[config.mk]
export PLATFORM = sky130hd
export DESIGN_NAME = sram22_port_ctrl
export DESIGN_NICKNAME = d
export VERILOG_FILES = /design/src/rtl/sram22_ctrl_pkg.sv /design/src/rtl/sram22_rr_arb2.sv /design/src/rtl/sram22_port_ctrl.sv
export SDC_FILE = /design/constraint.sdc
export NUM_CORES = 1
export LEC_CHECK = 0
export CAP_MARGIN = 20
export CORE_MARGIN = 3
export CORE_UTILIZATION = 35
export DETAILED_ROUTE_END_ITERATION = 10
export GPL_ROUTABILITY_DRIVEN = 1
export PLACE_DENSITY = 0.84
export REMOVE_ABC_BUFFERS = 1
export SYNTH_ARGS = -nofsm -noshare
export SYNTH_HDL_FRONTEND = slang
export SYNTH_HIERARCHICAL = 1
export SYNTH_SLANG_ARGS = --single-unit
[constraint.sdc]
create_clock -name clk -period 2 [get_ports clk]
set_clock_uncertainty 0.05 [all_clocks]
set_input_delay 0.2 -clock clk [delete_from_list [all_inputs] [get_ports clk]]
set_output_delay 0.2 -clock clk [all_outputs]
set_load 0.02 [all_outputs]
[src/rtl/sram22_ctrl_pkg.sv]
// Shared types and defaults for the SRAM22 port controller.
// State encoding, width defaults and port identifiers.
package sram22_ctrl_pkg;

  typedef enum logic {
    INIT = 1'b0,
    RUN  = 1'b1
  } state_t;

  localparam int DATA_WIDTH_D  = 4;
  localparam int ADDR_WIDTH_D  = 6;
  localparam int WMASK_WIDTH_D = 2;

  localparam logic PORT0 = 1'b0;
  localparam logic PORT1 = 1'b1;

endpackage

[src/rtl/sram22_rr_arb2.sv]
// Two-way round-robin arbiter for the SRAM22 port controller.
// Grant is combinational from valid; the pointer flips after each grant.
module sram22_rr_arb2
  import sram22_ctrl_pkg::*;
(
  input  logic       clk,
  input  logic       rst,
  input  logic       en,
  input  logic [1:0] valid,
  output logic [1:0] grant,
  output logic       gnt_id
);

  logic rr_ptr;

  // Pick the winner: lone requester wins, contention goes to rr_ptr.
  always_comb begin
    grant  = 2'b00;
    gnt_id = PORT0;
    if (en) begin
      unique case (valid)
        2'b01:   gnt_id = PORT0;
        2'b10:   gnt_id = PORT1;
        2'b11:   gnt_id = rr_ptr;
        default: gnt_id = PORT0;
      endcase
      if (valid != 2'b00)
        grant = (gnt_id == PORT1) ? 2'b10 : 2'b01;
    end
  end

  // Hand priority to the other port after every grant.
  always_ff @(posedge clk) begin
    if (rst)
      rr_ptr <= PORT0;
    else if (grant != 2'b00)
      rr_ptr <= ~gnt_id;
  end

endmodule

[src/rtl/sram22_port_ctrl.sv]
// SRAM22 single-port sequencer: zero-fills the macro after reset,
// then shares the port between two requesters with read responses.
module sram22_port_ctrl
  import sram22_ctrl_pkg::*;
#(
  parameter int DATA_WIDTH  = DATA_WIDTH_D,
  parameter int ADDR_WIDTH  = ADDR_WIDTH_D,
  parameter int WMASK_WIDTH = WMASK_WIDTH_D
) (
  input  logic                     clk,
  input  logic                     rst,
  output logic                     init_done,
  input  logic [1:0]               req_valid,
  output logic [1:0]               req_ready,
  input  logic [1:0]               req_we,
  input  logic [2*WMASK_WIDTH-1:0] req_wmask,
  input  logic [2*ADDR_WIDTH-1:0]  req_addr,
  input  logic [2*DATA_WIDTH-1:0]  req_din,
  output logic [1:0]               rsp_valid,
  output logic [DATA_WIDTH-1:0]    rsp_dout,
  output logic                     sram_we,
  output logic [WMASK_WIDTH-1:0]   sram_wmask,
  output logic [ADDR_WIDTH-1:0]    sram_addr,
  output logic [DATA_WIDTH-1:0]    sram_din,
  input  logic [DATA_WIDTH-1:0]    sram_dout
);

  localparam int RAM_DEPTH = 1 << ADDR_WIDTH;
  localparam logic [ADDR_WIDTH-1:0] LAST = ADDR_WIDTH'(RAM_DEPTH - 1);

  state_t                state;
  state_t                state_nxt;
  logic [ADDR_WIDTH-1:0] init_cnt;
  logic [1:0]            grant;
  logic                  gnt_id;
  logic                  rsp_pend;
  logic                  rsp_id;

  sram22_rr_arb2 u_arb (
    .clk    (clk),
    .rst    (rst),
    .en     (state == RUN),
    .valid  (req_valid),
    .grant  (grant),
    .gnt_id (gnt_id)
  );

  // State register and fill address counter.
  always_ff @(posedge clk) begin
    if (rst) begin
      state    <= INIT;
      init_cnt <= '0;
    end else begin
      state <= state_nxt;
      if (state == INIT)
        init_cnt <= init_cnt + 1'b1;
    end
  end

  // Leave INIT after the last address has been written.
  always_comb begin
    state_nxt = state;
    if (state == INIT && init_cnt == LAST)
      state_nxt = RUN;
  end

  // Macro port mux: fill writer, granted requester, or idle read.
  always_comb begin
    sram_we    = 1'b0;
    sram_wmask = '0;
    sram_addr  = '0;
    sram_din   = '0;
    if (state == INIT) begin
      sram_we    = 1'b1;
      sram_wmask = '1;
      sram_addr  = init_cnt;
    end else if (grant != 2'b00) begin
      if (gnt_id == PORT1) begin
        sram_we    = req_we[1];
        sram_wmask = req_wmask[WMASK_WIDTH +: WMASK_WIDTH];
        sram_addr  = req_addr[ADDR_WIDTH +: ADDR_WIDTH];
        sram_din   = req_din[DATA_WIDTH +: DATA_WIDTH];
      end else begin
        sram_we    = req_we[0];
        sram_wmask = req_wmask[0 +: WMASK_WIDTH];
        sram_addr  = req_addr[0 +: ADDR_WIDTH];
        sram_din   = req_din[0 +: DATA_WIDTH];
      end
    end
  end

  // Tag a granted read so its data is routed next cycle.
  always_ff @(posedge clk) begin
    if (rst) begin
      rsp_pend <= 1'b0;
      rsp_id   <= PORT0;
    end else begin
      rsp_pend <= (grant != 2'b00) && !sram_we;
      rsp_id   <= gnt_id;
    end
  end

  assign req_ready = grant;
  assign init_done = (state == RUN);
  assign rsp_dout  = sram_dout;
  assign rsp_valid = !rsp_pend ? 2'b00 :
                     (rsp_id == PORT1) ? 2'b10 : 2'b01;

endmodule

* Word level (Yosys, flattened, before mapping)
Index checks and enable logic that the tools add are counted.
** Operators by class
- Add/sub/neg operators :: 1
- Equality and inequality tests :: 3
- Muxes and demuxes :: 20
- Bitwise gates (word level) :: 2
- Reductions and logical operators :: 5
** Operators by type and width (number)
- $mux 6 :: 3
- $mux 2 :: 8
- $mux 4 :: 3
- $add 6x1->6 const B :: 1
- $eq 6x6->1 const B :: 1
- $mux 1 :: 5
- $eq 2x2->1 const B :: 2
- $reduce_bool 2->1 :: 2
- $logic_and 1x1->1 :: 2
- $not 1->1 :: 2
- $pmux 1 s2 :: 1
- $logic_not 1->1 :: 1
** Storage, ports and cells
- Register bits :: 10
- Input bits :: 34
- Output and inout port bits :: 22

* Longest topological paths before layout
- Word-level depth :: 11
- Depth in mapped cells :: 6

* Modules after synthesis
The synthesis kept the hierarchy.
** Modules (own cells, without submodules)
- sram22_port_ctrl :: times used 1, cells an instance 78, area an instance 654.4 um2
- sram22_rr_arb2 :: times used 1, cells an instance 9, area an instance 60.1 um2

* Worst setup path before layout
OpenSTA, ideal clock, no wires.
- Kind :: register -> output
- From :: reg state, in the netlist init_done
- To :: out sram_addr[0]
- Arrival :: 1.760 ns
- Data required time :: 1.750 ns
- Setup slack :: -0.010 ns
- Cell stages (with the launch flop) :: 6
- Path buffers :: 1
- Cells stage by stage :: dfxtp_1 > nand2_1 > a21oi_1 > o21ai_0 > buf_2 > o22ai_1
** On the way
- Cells in the longest elaborated chain, start to end :: 4
** Ends and longest elaborated chain
- from (decl) :: RTL line sram22_port_ctrl.sv:31 : state_t state;
- from (signal assigned) :: RTL line sram22_port_ctrl.sv:54 : state <= state_nxt;
- $mux 2 :: RTL line sram22_rr_arb2.sv:20 : if (en) begin
- via req_ready[1] :: RTL line sram22_port_ctrl.sv:14 : output logic [1:0] req_ready,
- $reduce_bool 2->1 :: RTL line sram22_port_ctrl.sv:77 : end else if (grant != 2'b00) begin
- $mux 6 :: RTL line sram22_port_ctrl.sv:77
- $mux 6 :: RTL line sram22_port_ctrl.sv:73 : if (state == INIT) begin
- to (decl) :: RTL line sram22_port_ctrl.sv:23 : output logic [ADDR_WIDTH-1:0] sram_addr,
The timed path passes the listed nets, and every way through them passes these cells.

* Worst setup path after layout
- From :: reg u_arb.rr_ptr
- To :: out sram_wmask[0]
** RTL lines
- from (decl) :: RTL line sram22_rr_arb2.sv:14 : logic rr_ptr;
- from (signal assigned) :: RTL line sram22_rr_arb2.sv:37 : rr_ptr <= ~gnt_id;
- $pmux 1 s2 :: RTL line sram22_rr_arb2.sv:21 : unique case (valid)
- $mux 1 (2 in series) :: RTL line sram22_rr_arb2.sv:20
- via gnt_id :: RTL line sram22_port_ctrl.sv:35 : logic gnt_id;
- $mux 2 :: RTL line sram22_port_ctrl.sv:78 : if (gnt_id == PORT1) begin
- $mux 2 :: RTL line sram22_port_ctrl.sv:77
- $mux 2 :: RTL line sram22_port_ctrl.sv:73
- to (decl) :: RTL line sram22_port_ctrl.sv:22 : output logic [WMASK_WIDTH-1:0] sram_wmask,
The timed path passes the listed nets, and every way through them passes these cells. The select of a mux whose other input is x is not followed.

==> reports/results.txt <==
Setup violations, final - 0
standard-cell rows - 15
PortBufs - 47
outcome - completed
cell type with the highest aggregate area in the netlist - sky130_fd_sc_hd__dfxtp_1
P&R area growth vs syn - 78.5%
cell area after synthesis - 714 um^2
met1 track demand over resource in global routing - 22.1%
sinks on the clock net - 10
die area - 2620 um^2
distinct cell type count after synthesis - 25
Num CTS Buffers - 3
cell breakdown of the critical path - inv_1 -> a21oi_2 -> buf_4 -> mux2i_1 -> o21ai_0 -> dlygate4sd2_1
setup slack on the worst flop-to-flop path - 0.48 ns
antenna fix cells - 0
number of synthesized flops with an enable pin - 0
layout cells sized above 1 - 26.4%
required time reported for the critical path endpoint - 1.75 ns
post-layout minimum cycle time - 1.90 ns
fmax - 527 MHz
depth of the worst hold-timing path - 2
number of register bits inferred by synthesis - 10
largest net degree at the start of global routing - 18
leakage - 0.000501 uW
final hold violation count - 0
number of cell instances on the worst register-to-register path - 7
number of detailed-routing iterations run before antenna repair - 4
final routed wire length divided by cell count - 14.5 um
proportion of power drawn by combinational gates - 22.6%
drt total wl - 2390 um
crit path capture type - output pin
core region area - 1820 um^2
number of standard cells in the final layout excluding fillers - 165
mean post-synth cell area - 8.21 um^2
end point of the most critical hold path - u_arb/rr_ptr$_SDFFE_PP0P_
total placed cells including tap cells - 159
part of the power in registers - 41.5%
FF-to-FF End - rsp_pend$_SDFF_PP0_
kind of cell with the highest combined delay on the critical path - buffers and inverters
die boundary width - 51.2 um
H-tree depth reported by CTS - 1
clock tree from TritonCTS - done
yosys synthesis warning count - 6
layout net count - 176
worst flop-to-flop path startpoint - u_arb/rr_ptr$_SDFFE_PP0P_
global placer's final weighted congestion - 0.723
largest cells by area after synthesis - sky130_fd_sc_hd__dfxtp_1 28%, sky130_fd_sc_hd__mux2i_1 20%, sky130_fd_sc_hd__nor2_1 6.8%
count of max-cap constraint violations - 0
Largest stage delay, worst path - 0.36 ns
Post-synth ARST share - 0%
count of pins on the block boundary - 56
number of global-route vias before repair - 820
power share of the clock group - 35.9%
drt first-iter violations - 18
total via count in the routed design - 836
Final Cycle Share - 94.9%
worst setup path class - reg2out
unrepaired setup endpoints after global routing - false
transition time at the pin with the least slew margin - 0.218 ns
peak supply drop - 0.000514 V
Post-Syn Instances - 87
max-slew violation count - 0
DRC violations left - 0
die height - 51.2 um
global-route wire length before repair - 3900 um
overall overflow remaining after global route - 0
CP startpoint kind - register
switching power of the nets - 118 uW
Pwr per Cell Area - 399 nW/um^2
GR Layer Usage met3 - 6.12%
overall track demand over capacity in global routing - 19.8%
source-to-sink clock delay at the later pin of the worst-skew pair - 0.27 ns
Starting Density - 39.2%
hold buffers post-CTS - 0
worst hold path startpoint - req_valid[1]
Seq/Total Area, Yosys - 28.0%
post-layout instance area - 1270 um^2
Via density - 5.07
CTS root buf - sky130_fd_sc_hd__clkbuf_4
headroom to the max-slew limit - 85.4%
initial antenna violation count - 0
Most Used Layer, Global Route - met2
buffering stage count on the worst path with inverters included - 3
Synth top area share - 28.0%
total half-perimeter wirelength after legalization and detailed placement - 1900 um
maximum buffer depth of the clock tree - 2
cell-internal power - 390 uW
switching part of the total - 23.3%
Area after DPL - 1230 um^2
register clock-pin slew on the reported worst setup and hold paths - 0.07 ns
highest fanout seen on the critical path - 4
routing usage on met2 - 35.8%
post-route antenna net violation count - 0
highest-delay cell along the critical path - sky130_fd_sc_hd__dfxtp_2
arrival time at the worst endpoint - 1.65 ns
Hold Path Class - in2reg
leading register cell type out of synthesis - sky130_fd_sc_hd__dfxtp_1
## registers in the layout, summed over array words and instances, names as in the netlist
register,count
init_done,1
rsp_id,1
u_arb/rr_ptr,1
init_cnt,6
rsp_pend,1
## metal layers
layer	routed length, um	vias up	share of wire, %
li1	-	402	-
met1	972	396	41
met2	1230	35	52
met3	170	3	7.1
met4	9	0	0.38
met5	0	-	0
## layout by cell type, fill, tap and decap left out, types with 2 or more instances in the layout
cell type / n
sky130_fd_sc_hd__a21oi_2: 3
sky130_fd_sc_hd__buf_2: 4
sky130_fd_sc_hd__buf_4: 11
sky130_fd_sc_hd__clkbuf_2: 4
sky130_fd_sc_hd__clkbuf_4: 3
sky130_fd_sc_hd__clkdlybuf4s15_2: 4
sky130_fd_sc_hd__clkdlybuf4s50_1: 31
sky130_fd_sc_hd__dfxtp_1: 8
sky130_fd_sc_hd__dfxtp_2: 2
sky130_fd_sc_hd__dlygate4sd2_1: 2
sky130_fd_sc_hd__dlymetal6s2s_1: 2
sky130_fd_sc_hd__inv_1: 6
sky130_fd_sc_hd__mux2i_1: 12
sky130_fd_sc_hd__mux2i_2: 2
sky130_fd_sc_hd__nand2_1: 2
sky130_fd_sc_hd__nand4b_1: 2
sky130_fd_sc_hd__nor2_1: 13
sky130_fd_sc_hd__nor2b_1: 3
sky130_fd_sc_hd__o21ai_0: 3
sky130_fd_sc_hd__o22ai_1: 6
sky130_fd_sc_hd__xnor2_1: 3
## synthesized netlist by cell type (2+ instances only)
master	count
sky130_fd_sc_hd__mux2i_1	14
sky130_fd_sc_hd__nor2_1	13
sky130_fd_sc_hd__dfxtp_1	10
sky130_fd_sc_hd__inv_1	6
sky130_fd_sc_hd__o22ai_1	6
sky130_fd_sc_hd__buf_4	5
sky130_fd_sc_hd__a21oi_1	4
sky130_fd_sc_hd__o21ai_0	4
sky130_fd_sc_hd__buf_2	3
sky130_fd_sc_hd__nor2b_1	3
sky130_fd_sc_hd__xnor2_1	3
sky130_fd_sc_hd__nand2_1	2
sky130_fd_sc_hd__nand4b_1	2
## metrics by stage
step / total power (uW) / util (%) / hold WS, ns / setup TNS, ns / setup WS (ns)
after global placement: 325 / 67.6 / 0.350 / -2.96 / -0.262
after global routing: 531 / 70.0 / 0.206 / 0 / 0.00339
after floorplan: 248 / - / 0.222 / -10.24 / -0.881
after CTS: 512 / 69.8 / 0.350 / 0 / 0.00233
final: 508 / 70.0 / 0.190 / 0 / 0.101
after detailed placement: 329 / 67.6 / 0.350 / -4.06 / -0.351
## cells by family after synthesis
group                    after synthesis  share of synthesized area [%]
AND/OR/NAND/NOR                       24                           19.1
buffers and inverters                 17                           12.1
AO/OA/AOI/OAI                         16                           13.0
multiplexers                          15                           21.2
flip-flops                            10                           28.0
XOR/XNOR                               4                           4.90
adder cells (fa/ha/maj)                1                           1.75
## worst max-delay path by stage
stage,from,endpoint,slack [ns],cells past startpoint
5_1_grt,init_done$_SDFFE_PP0P_,sram_wmask[0],0.003,6
3_3_place_gp,req_valid[0],sram_addr[1],-0.26,7
6_report,u_arb/rr_ptr$_SDFFE_PP0P_,sram_wmask[0],0.10,6
2_1_floorplan,init_done$_SDFFE_PP0P_,sram_we,-0.88,4
3_5_place_dp,req_valid[0],sram_addr[0],-0.35,7
4_1_cts,req_valid[1],sram_wmask[1],0.002,7
## timing repair
item                       in CTS  in global routing
cloned                          1                  0
resized for setup              39                 18
pin swaps                       0                  0
hold endpoints to repair        0                  0
setup endpoints to repair      13                 14
buffers inserted                1                  0
## layout make-up
cell class / instances / area, um^2
Multi-Input combinational cell: 60 / 447
Inverter: 7 / 26.3
Clock buffer: 4 / 36.3
Timing Repair Buffer: 59 / 532
Sequential cell: 10 / 203
Fill cell: 149 / 546
Tap cell: 25 / 31.3
## power groups by stage
stage / logic, uW / registers (uW) / clock network [uW]
floorplan: 34.0 / 214 / 0
global placement: 110 / 215 / 0
detailed placement: 114 / 215 / 0
CTS: 114 / 211 / 187
global route: 125 / 211 / 194
finish: 115 / 211 / 183
Note: power is estimated with default switching activity, not from simulation.
==> variant (same settings) <==
Change the package constant `ADDR_WIDTH_D` from 6 to 7.
--- a/src/rtl/sram22_ctrl_pkg.sv
+++ b/src/rtl/sram22_ctrl_pkg.sv
@@ -8,7 +8,7 @@
   } state_t;
 
   localparam int DATA_WIDTH_D  = 4;
-  localparam int ADDR_WIDTH_D  = 6;
+  localparam int ADDR_WIDTH_D  = 7;
   localparam int WMASK_WIDTH_D = 2;
 
   localparam logic PORT0 = 1'b0;
Ports: changed (resized req_addr and sram_addr); port bits go from 56 to 59. No check against the original RTL was run, so the function may have changed too.
==> variant against the original RTL <==
  * Utilization down 2.3 points
  * Synthesized cell count up 10%
  * Register-to-register slack better by 0.06 ns
  * Clock power down 17%
  * Total power down 1.9%
  * Worst hold slack better by 0.13 ns
  * Design area up 7.5%
  * Setup slack worse by 0.023 ns
  * First-iteration DRC count down 33%
  * Sequential cell count up 1
  * Area after synthesis up 8.4%
  * Wire length up 21%
  * Critical path type is now input port to primary output
  * Critical endpoint is now sram_we
  * Largest power group unchanged
  * Highest routed layer unchanged
==> variant: results (changes against the original RTL) <==
| Metric | Value |
|---|---|
| Result of the run | finished clean |
| Filler Cell Count | 196 (+32%) |
| Layout cell share with drive strength beyond 1 | 23.3% (-3.1 points) |
| Internal power | 376 uW (-3.6%) |
| Data arrival time of the critical path | 1.67 ns (+0.02 ns) |
| Number of non-clock buffers | 60 (+1.7%) |
| Nets@finish | 188 (+6.8%) |
| Largest register FFs | 7 (+1) |
| DP Worst Slack | -0.362 ns (-0.0109 ns) |
| Number of sequential cells | 11 (+1) |
| Wire length of the first global-routing pass | 4390 um (+13%) |
| Peak ir drop on the vdd network | 0.386 mV (-25%) |
| Final estimated routing congestion in global placement | 0.822 (+14%) |
| Layout Cell Area excl Fill | 1370 um^2 (+7.5%) |
| Area of the multi-input gates | 502 um^2 (+12%) |
| Slew of the pin with the lowest slew margin | 0.380 ns (+0.162 ns) |
| Total placed instance area | 1330 um^2 (+7.9%) |
| Power dissipated in combinational cells | 113 uW |
| Routed via count divided by cell count | 5.00 (-1.3%) |
| Yosys cell types | 24 (-4.0%) |
| Reg2Reg Setup Slack | 0.54 ns (+0.06 ns) |
| Data buffer area share | 40.9% (-0.79 points) |
| Critical-path top delay cell | sky130_fd_sc_hd__clkdlybuf4s50_1 |
| Highest net fanout along the worst path | 8 (+4) |
| Register fraction of the total cell area | 16.2% (+0.27 points) |
| Total detailed-routing wirelength | 2880 um (+21%) |
| Largest stage delay on the critical path | 0.49 ns (+0.13 ns) |
| Number of design-rule violations left by the first detailed-router iteration | 12 (-6) |
| Most common library cells after synthesis | sky130_fd_sc_hd__mux2i_1, sky130_fd_sc_hd__dfxtp_1, sky130_fd_sc_hd__nor2_1 |
| Clk_lat worst skew | 0.28 ns |
| Leakage power | 0.000568 uW (+13%) |
| Number of buffers on the longest clock path | 2 (unchanged) |
| Total of buffers placed on input and output ports | 50 (+6.4%) |
| Share of total power in the clock network | 30.5% (-5.4 points) |
| Critical path's top delay family | buffers and inverters |
| Global routing usage summed across all routing layers | 22.5% (+2.8 points) |
| Maximum number of pins on one net before global-route repair | 14 (-4) |
| Number of global-route vias before repair | 911 (+11%) |
| Fraction of area in clock buffers and inverters | 1.92% (-0.93 points) |
variant: changes by cell type in the layout (fill, tap and decap cells not counted), moves of 3 or more:
cell	change
sky130_fd_sc_hd__or3_1	+3
sky130_fd_sc_hd__a21oi_2	-3
sky130_fd_sc_hd__o21ai_0	+4
sky130_fd_sc_hd__clkdlybuf4s15_2	-4
sky130_fd_sc_hd__buf_2	+6
sky130_fd_sc_hd__a21oi_1	+5
sky130_fd_sc_hd__buf_4	-3
sky130_fd_sc_hd__nor2_1	-3
variant: routing by layer:
metal | track usage, % | wire length [um] | part of all wire [%]
met1 | 21.1 | 1030 | 36
met2 | 44.4 | 1650 | 57
met3 | 5.63 | 135 | 4.7
met4 | 10.6 | 61 | 2.1
met5 | 0 | 0 | 0
variant: cell families (layout without fill, tap and decap cells):
kind of cell | count (synthesis) | in the layout | share of synthesized area, %
xor+xnor | 3 | 3 | 3.39
flops | 11 | 11 | 28.4
compound gates | 23 | 23 | 17.0
fa+ha+maj | 1 | 1 | 1.62
simple gates | 26 | 26 | 19.5
mux | 15 | 15 | 19.4
buf+inv | 17 | 71 | 10.7
variant: final timing paths:
check | start | endpoint | cells past startpoint
max | req_valid[1] | sram_we | 7
min | req_valid[0] | u_arb/rr_ptr | 3
max reg2reg | u_arb/rr_ptr | rsp_pend | 5
min reg2reg | u_arb/rr_ptr | u_arb/rr_ptr | 1
variant: metrics by stage:
stage / cells / hold WS [ns] / utilization (%)
floorplan: 86 / 0.219 / -
global placement: 171 / 0.350 / 65.7
detailed placement: 171 / 0.350 / 65.7
CTS: 176 / 0.350 / 68.7
global route: 177 / 0.330 / 67.8
finish: 177 / 0.316 / 67.8
variant: repair_timing:
action	4_1_cts	5_1_grt
gates cloned	1	0
gates resized for setup	48	21
endpoints found under the setup margin	14	16
hold endpoints to repair	0	0
buffers inserted	0	1
